==> src/rtl/mesi_bus_pkg.sv <==
// Shared definitions for the MESI coherence bus: bus codes, FSM states, helpers.
package mesi_bus_pkg;

  localparam logic [2:0] BUS_NONE    = 3'b000;
  localparam logic [2:0] BUS_RD_MISS = 3'b001;
  localparam logic [2:0] BUS_WR_MISS = 3'b010;
  localparam logic [2:0] BUS_WB      = 3'b011;
  localparam logic [2:0] BUS_INV     = 3'b100;

  typedef enum logic [1:0] {
    IDLE  = 2'd0,
    GRANT = 2'd1,
    BCAST = 2'd2,
    WB    = 2'd3
  } state_t;

  // A message needs a write-back phase if either code field is a write-back.
  function automatic logic has_wb(input logic [5:0] msg);
    return (msg[5:3] == BUS_WB) || (msg[2:0] == BUS_WB);
  endfunction

endpackage

==> src/rtl/mesi_bus_arbiter_rr.sv <==
// Round-robin winner selection: first set request at or above ptr, with wrap.
module rr_arbiter
  import mesi_bus_pkg::*;
#(
  parameter int unsigned N = 4
) (
  input  logic [N-1:0] req,
  input  logic [2:0]   ptr,
  output logic         any_c,
  output logic [N-1:0] win_c,
  output logic [2:0]   idx_c
);

  localparam int unsigned SEL_W = (N > 1) ? $clog2(N) : 1;

  int unsigned j;

  // Scan from ptr upward; the first hit wins and masks later candidates.
  always_comb begin
    any_c = 1'b0;
    win_c = '0;
    idx_c = '0;
    j     = 0;
    for (int i = 0; i < int'(N); i++) begin
      j = int'(ptr) + i;
      if (j >= N) j = j - N;
      if (!any_c && req[SEL_W'(j)]) begin
        any_c              = 1'b1;
        win_c[SEL_W'(j)]   = 1'b1;
        idx_c              = 3'(j);
      end
    end
  end

endmodule

==> src/rtl/mesi_bus_arbiter.sv <==
// Snooping-bus arbiter/sequencer: grant, broadcast, snoop-ack collection, write-back hold.
module mesi_bus_arbiter
  import mesi_bus_pkg::*;
#(
  parameter int unsigned N_CACHES  = 4,
  parameter int unsigned ADDR_W    = 8,
  parameter int unsigned WB_CYCLES = 4,
  parameter int unsigned TIMEOUT   = 15
) (
  input  logic                       CLK,
  input  logic                       CLR,
  input  logic [N_CACHES-1:0]        req,
  input  logic [6*N_CACHES-1:0]      req_msg,
  input  logic [ADDR_W*N_CACHES-1:0] req_addr,
  input  logic [N_CACHES-1:0]        snoop_ack,
  output logic [N_CACHES-1:0]        gnt,
  output logic                       bus_valid,
  output logic [5:0]                 bus_msg,
  output logic [ADDR_W-1:0]          bus_addr,
  output logic [2:0]                 bus_src,
  output logic                       bus_wb,
  output logic                       bus_err,
  output logic                       busy
);

  localparam int unsigned TCNT_W = $clog2(TIMEOUT + 1);
  localparam int unsigned WCNT_W = $clog2(WB_CYCLES + 1);

  state_t              state;
  logic [2:0]          ptr;
  logic [N_CACHES-1:0] ack_seen;
  logic [TCNT_W-1:0]   tcnt;
  logic [WCNT_W-1:0]   wcnt;

  logic                any_c;
  logic [N_CACHES-1:0] win_c;
  logic [2:0]          win_idx_c;
  logic [5:0]          win_msg_c;
  logic [ADDR_W-1:0]   win_addr_c;
  logic [N_CACHES-1:0] others_c;
  logic                ack_all_c;

  rr_arbiter #(.N(N_CACHES)) u_rr (
    .req   (req),
    .ptr   (ptr),
    .any_c (any_c),
    .win_c (win_c),
    .idx_c (win_idx_c)
  );

  // Select the winner's message and address slice.
  always_comb begin
    win_msg_c  = '0;
    win_addr_c = '0;
    for (int i = 0; i < int'(N_CACHES); i++) begin
      if (win_c[i]) begin
        win_msg_c  = req_msg[6*i +: 6];
        win_addr_c = req_addr[ADDR_W*i +: ADDR_W];
      end
    end
  end

  // Snoop completion: every non-source cache acked now or earlier in BCAST.
  always_comb begin
    others_c  = ~(N_CACHES'(1) << bus_src);
    ack_all_c = ((ack_seen | snoop_ack) & others_c) == others_c;
  end

  // Transaction FSM with registered outputs.
  always_ff @(posedge CLK) begin
    if (CLR) begin
      state     <= IDLE;
      ptr       <= '0;
      ack_seen  <= '0;
      tcnt      <= '0;
      wcnt      <= '0;
      gnt       <= '0;
      bus_valid <= 1'b0;
      bus_msg   <= '0;
      bus_addr  <= '0;
      bus_src   <= '0;
      bus_wb    <= 1'b0;
      bus_err   <= 1'b0;
      busy      <= 1'b0;
    end else begin
      gnt     <= '0;
      bus_err <= 1'b0;
      case (state)
        IDLE: begin
          if (any_c) begin
            gnt      <= win_c;
            bus_msg  <= win_msg_c;
            bus_addr <= win_addr_c;
            bus_src  <= win_idx_c;
            ptr      <= (win_idx_c == 3'(N_CACHES - 1)) ? 3'd0 : win_idx_c + 3'd1;
            busy     <= 1'b1;
            state    <= GRANT;
          end
        end
        GRANT: begin
          if (bus_msg == {BUS_NONE, BUS_NONE}) begin
            busy  <= 1'b0;
            state <= IDLE;
          end else begin
            ack_seen  <= '0;
            tcnt      <= '0;
            bus_valid <= 1'b1;
            state     <= BCAST;
          end
        end
        BCAST: begin
          if (ack_all_c) begin
            bus_valid <= 1'b0;
            if (has_wb(bus_msg)) begin
              wcnt   <= '0;
              bus_wb <= 1'b1;
              state  <= WB;
            end else begin
              busy  <= 1'b0;
              state <= IDLE;
            end
          end else if (tcnt == TCNT_W'(TIMEOUT - 1)) begin
            bus_valid <= 1'b0;
            bus_err   <= 1'b1;
            busy      <= 1'b0;
            state     <= IDLE;
          end else begin
            tcnt     <= tcnt + TCNT_W'(1);
            ack_seen <= ack_seen | (snoop_ack & others_c);
          end
        end
        WB: begin
          if (wcnt == WCNT_W'(WB_CYCLES - 1)) begin
            bus_wb <= 1'b0;
            busy   <= 1'b0;
            state  <= IDLE;
          end else begin
            wcnt <= wcnt + WCNT_W'(1);
          end
        end
        default: state <= IDLE;
      endcase
    end
  end

endmodule

==> config.mk <==
export PLATFORM = sky130hd
export DESIGN_NAME = mesi_bus_arbiter
export DESIGN_NICKNAME = d
export VERILOG_FILES = /design/src/rtl/mesi_bus_pkg.sv /design/src/rtl/mesi_bus_arbiter_rr.sv /design/src/rtl/mesi_bus_arbiter.sv
export SDC_FILE = /design/constraint.sdc
export NUM_CORES = 1
export LEC_CHECK = 0
export BUFFER_PORTS_ARGS = -buffer_cell sky130_fd_sc_hd__buf_2
export CORE_AREA = 5 5 77 79
export CTS_BUF_LIST = sky130_fd_sc_hd__clkbuf_4
export CTS_CLUSTER_DIAMETER = 100
export CTS_CLUSTER_SIZE = 10
export DETAILED_ROUTE_END_ITERATION = 8
export DIE_AREA = 0 0 82 84
export MAX_ROUTING_LAYER = met4
export PLACE_DENSITY = 0.81
export RECOVER_POWER = 100
export REMOVE_ABC_BUFFERS = 1
export SLEW_MARGIN = 20
export SYNTH_ARGS = -nofsm -noshare
export SYNTH_HDL_FRONTEND = slang
export SYNTH_HIERARCHICAL = 1
export SYNTH_SLANG_ARGS = --single-unit
==> constraint.sdc <==
create_clock -name CLK -period 4.2 [get_ports CLK]
set_input_delay 0.21 -clock CLK [delete_from_list [all_inputs] [get_ports CLK]]
set_output_delay 0.21 -clock CLK [all_outputs]
set_load 0.02 [all_outputs]
Word-level counts from Yosys, hierarchy flattened
Index checks and enable logic that the tools add are counted.
- reductions and logical operators: 24
- shift operators: 1
- bitwise logic cells: 11
- eq/ne operators: 20
- mux-type cells: 73
- magnitude comparators: 12
- add/subtract/negate cells: 10
- operators by type and width (cell ; number):
    $mux 3 ; 12
    $mux 4 ; 9
    $mux 8 ; 4
    $mux 6 ; 4
    $mux 1 ; 23
    $or 4x4->4 ; 5
    $ne 2x2->1 const B ; 9
    $pmux 4 s2 ; 2
    $eq 3x2->1 const B ; 4
    $ge 4x3->1 const B ; 3
    $lt 2x3->1 const B ; 4
    $mux 2 ; 6
    $reduce_and 4->1 ; 3
    $sub 3x3->3 const B ; 4
    $add 3x2->4 const B ; 2
    $and 4x4->4 ; 2
    $bmux 1 s2 ; 4
    $demux 1 s2 ; 4
    $ge 2x1->1 const B ; 4
    $pmux 2 s4 ; 1
    $logic_and 1x1->1 ; 7
    $add 3x1->3 const B ; 2
    $logic_not 6->1 ; 1
    $ne 3x3->1 const B ; 2
    other kinds (21) ; 30
- logic and storage cells: 164
- output and inout bits: 25
- input bits: 66
- register bits after elaboration: 41

Logic depth before layout (Yosys ltp)
- depth in word-level cells: 18
- mapped depth: 15
- mapped depth without buffers: 12

Modules after synthesis
Netlist, hierarchy kept.
- by module, submodules not included (module ; area each (sq um) ; times used ; cells an instance):
    mesi_bus_arbiter ; 2107.0 ; 1 ; 255
    rr_arbiter ; 479.2 ; 1 ; 55

Worst setup path before layout
Ideal clock, no wire load.
- path type: reg-to-reg
- from: reg ptr[0]
- to: reg bus_addr[2]
- cell stages (with the launch flop): 16
- data arrival time: 3.059 ns
- clock period less this slack: 3.193 ns
- path slack: 1.007 ns
- required time: 4.067 ns
- cells stage by stage: dfxtp_1 -> buf_6 -> inv_1 -> ha_1 -> mux4_2 -> or2_4 -> nor2b_2 -> a22oi_1 -> o21ai_0 -> clkbuf_1 -> nor2b_1 -> buf_2 -> a221oi_1 -> nor3_1 -> a211oi_1 -> nor3_1
- elaborated cells on any way between the ends: 65
- classes of those cells: add/sub (7); order compare (12); mux (32); bitwise (3); reduce/logical (11)
- RTL lines (what ; line ; RTL):
    from (decl) ; mesi_bus_arbiter.sv:30 ; logic [2:0] ptr;
    from (signal assigned) ; mesi_bus_arbiter.sv:95 ; ptr <= (win_idx_c == 3'(N_CACHES - 1)) ? 3'd0 : win_idx_c + 3'd1;
    parallel branches: the longest is 13 deep, another holds $add 3x1->4 ; - ;
    $mux 4 * ; mesi_bus_arbiter_rr.sv:27 ; if (!any_c && req[SEL_W'(j)]) begin
    via win_c[1] ; mesi_bus_arbiter.sv:36 ; logic [N_CACHES-1:0] win_c;
    $mux 8 * (3 in series) ; mesi_bus_arbiter.sv:56 ; if (win_c[i]) begin
    to (signal assigned) ; mesi_bus_arbiter.sv:93 ; bus_addr <= win_addr_c;
    to (decl) ; mesi_bus_arbiter.sv:19 ; output logic [ADDR_W-1:0] bus_addr,
Mark *: on every way through the listed nets, which the timed path passes. The select of a mux whose other input is x is not followed.
A chain may end at the register's enable or synchronous reset.

Worst setup path in the final report
- from: reg ptr[1]
- to: reg bus_addr[5]
- cells in the longest elaborated chain, start to end: 18
- elaborated cells on any way between the ends: 65
- classes of those cells: add/sub (7); order compare (12); mux (32); bitwise (3); reduce/logical (11)
- RTL lines (what ; line):
    parallel branches: the longest is 13 deep, another holds $add 3x1->4 ; -
    $mux 4 * ; mesi_bus_arbiter_rr.sv:27
    via win_c[0] ; mesi_bus_arbiter.sv:36
    $mux 8 * (4 in series) ; mesi_bus_arbiter.sv:56
Marked as above.

==> qor.yml <==
status: "completed"
fin_crit_ns: 3.85
dieArea_um2: 6890
regToRegSetupSlack_ns: 0.35
endpoint: "bus_addr[5]"
p_per_area_nw_per_um2: 722
multi_input_area_um2: 1610
grt_first_pass_wirelength_um: 11400
synthArstFlopShare_pct: 0
grt_pass1_vias: 2617
clockBufferDepth: 2
period_share_pct: 91.6
row_count: 27
crit_path_max_fanout: 13
wl_per_cell_um: 14.5
cap_violations: 0
tightestPinTransition_ns: 1.06
areaGrowthSynthToFinish_pct: 18.3
via_count: 2621
cp.required_ns: 4.48
cts-htree-levels: 2
clock_skew_ns: 0.0136
worst-path-stages: 12
crit_family: "simple AND/OR/NAND/NOR gates"
cpPeakStageDelay_ns: 0.63
path_buf_inv: 1
total_power_uw: 2210
numCtsBuffers: 5
grt.total_usage_pct: 21.0
peakVddDrop_mv: 0.429
cp_common_cell: "nor3_1"
min_path_type: "input pin to register"
nNetsFinal: 468
seq_area_um2: 821
syn_inst: 310
reg2reg_to: "bus_addr[5]"
cts.reportedPaths.clkPinSlew_ns: 0.12
start_util_pct: 49.1
ys_ff_latch: 41
p_switching_uw: 1090
drtPass1Iterations: 4
postSynthAreaPerCell_um2: 8.34
synth_area_um2: 2590
clock_latency_ns: 0.36
ff2ff_path_depth: 12
r2r_start: "ptr[1]"
setup_viol: 0
cts_root_buf: "clkbuf_4"
start_kind: "register"
rsz0062_at_grt: "no"
finalHoldViolations: 0
synth-edff-count: 0
seq_power_share_pct: 27.1
fmax_mhz: 260
place_congestion: 0.980
min-delay-start: "snoop_ack[3]"
critical_path_arrival_ns: 4.13
drt.antenna.violating_nets: 0
gr-total-overflow: 0
grt_max_degree: 37
cp_slowest_cell: "dfxtp_1"
path_cells: "inv_1 -> ha_1 -> mux4_2 -> or2_0 -> nor2b_1 -> a22oi_1 -> o21ai_0 -> nor2b_2 -> a221oi_1 -> nor3_1 -> a211oi_1 -> nor3_1"
yosys_warnings: 6
swShare_pct: 49.4
cts_sinks: 41
post_cts_buffers: 0
combPwrFrac_pct: 64.0
crit_start: "ptr[1]"
routed_wl_um: 6720
drcViolationCount: 0
antenna_cells: 0
synth_seq_area_share_pct: 31.7
power_leakage_uw: 0.00121
vias_per_cell: 5.65
coreArea_um2: 5270
synth_flop_cell: "dfxtp_1"
io-pin-count: 91
fp.dieW_um: 82
antenna_found_initial: 0
worstSetupEndpointType: "register"
crit_type: "register to register"
portBuffers: 90
hpwl_um: 5110
drv_slew: 0
cts_tree: "done"
maxSlewHeadroom_pct: 29.5
p_clk_share_pct: 8.9
nFillCells: 522
ys_types: 52
p_int_uw: 1120
die_height_um: 84
drive_above_1_share_pct: 23.5
final.setup.tns_ns: 0
dr.first_iter.drc_count: 133
## synth_stat cells (2+ instances only)
cell / instances / area [um2]
a221oi_1: 15 / 131
or3_1: 4 / 25.0
clkbuf_1: 16 / 60.1
nor3_1: 28 / 140
ha_1: 11 / 138
dfxtp_1: 41 / 821
nand3b_1: 4 / 30.0
nand3_1: 7 / 35.0
a21oi_1: 20 / 100
buf_6: 2 / 22.5
nor3b_1: 7 / 52.6
mux4_2: 4 / 90.1
a22oi_1: 6 / 45.0
inv_1: 9 / 33.8
or2_2: 2 / 12.5
nor2_1: 31 / 116
a31oi_1: 4 / 25.0
nand2b_1: 3 / 18.8
a211oi_1: 15 / 113
o21ai_0: 8 / 40.0
nand2_1: 21 / 78.8
nor2b_1: 18 / 113
buf_2: 2 / 10.0
o21bai_1: 2 / 15.0
mux2i_1: 3 / 30.0
## power by group through the flow
stage | registers (uW) | clock network (uW) | logic, uW
6_report | 599 | 198 | 1410
5_1_grt | 618 | 223 | 1570
4_1_cts | 596 | 202 | 1460
3_5_place_dp | 604 | 0 | 1460
3_3_place_gp | 603 | 0 | 1430
2_1_floorplan | 721 | 0 | 937
## metal layers
metal	wire length, um	global-route usage [%]	part of all wire (%)
met5	0	-	0
met4	78	5.59	1.2
met3	470	3.89	7.0
met2	3280	35.2	49
met1	2890	25.4	43
## layout make-up
cell class                 count  share of cell area [%]
tap                           72                    2.94
sequential                    41                    26.8
timing repair buffer          94                    14.6
inverter                       9                    1.10
clock buffer                   5                    1.23
multi-input combinational    240                    52.8
clock inverter                 3                   0.573
## metrics by stage
step                hold slack, ns  area, um2  worst slack, ns  cells  utilization, %
global placement             0.446       3070            0.374    456            58.2
global route                 0.118       3060           0.0639    464            58.0
finish                       0.110       3060            0.353    464            58.0
detailed placement           0.455       3070            0.323    456            58.2
CTS                          0.110       3120            0.306    464            59.3
floorplan                    0.275       2490           0.0939    290               -
## how the worst min path moves through the flow
| stage | endpoint | slack, ns | depth (start not counted) |
|---|---|---|---|
| after detailed placement | ack_seen[1] | 0.46 | 2 |
| final | ack_seen[3] | 0.11 | 3 |
| after CTS | ack_seen[0] | 0.11 | 3 |
| after global routing | ack_seen[3] | 0.12 | 3 |
| after global placement | ack_seen[1] | 0.45 | 2 |
| after floorplan | state[1] | 0.27 | 1 |
## tightest hold or removal path, delay by kind of cell
| family | cells | cell delay, ns |
|---|---|---|
| buf+inv | 1 | 0.09 |
| simple gates | 1 | 0.08 |
| compound gates | 1 | 0.06 |
## logic make-up after synthesis
group                      Yosys count  share of synthesized area (%)
and+or+nand+nor                    137                           28.2
AOI/OAI and AO/OA                   85                           25.2
buffers and inverters               29                           4.89
adders and majority gates           11                           5.32
muxes                                7                           4.64
DFF                                 41                           31.7
## registers in the layout, indices dropped and copies added, names as in the netlist
name / count
bus_wb: 1
tcnt: 4
bus_src: 3
ack_seen: 4
bus_valid: 1
gnt: 4
wcnt: 3
state: 2
bus_msg: 6
ptr: 3
bus_err: 1
busy: 1
bus_addr: 8
## what timing repair did
| action | in CTS | in global routing |
|---|---|---|
| endpoints found under the setup margin | 0 | 13 |
| hold buffers | 0 | 0 |
| resized for setup | 0 | 1 |
## cell usage in the layout (no fill, tap or decap), types with 9 or more instances in the layout
cell,Yosys,layout
a21oi_1,20,20
nor2b_1,18,18
nor2_1,31,31
a211oi_1,15,15
buf_2,2,65
nand2_1,21,21
nor3_1,28,28
ha_1,11,11
dfxtp_1,41,41
inv_1,9,9
a221oi_1,15,15
clkbuf_1,16,26
Note: power is estimated with default switching activity, not from simulation.
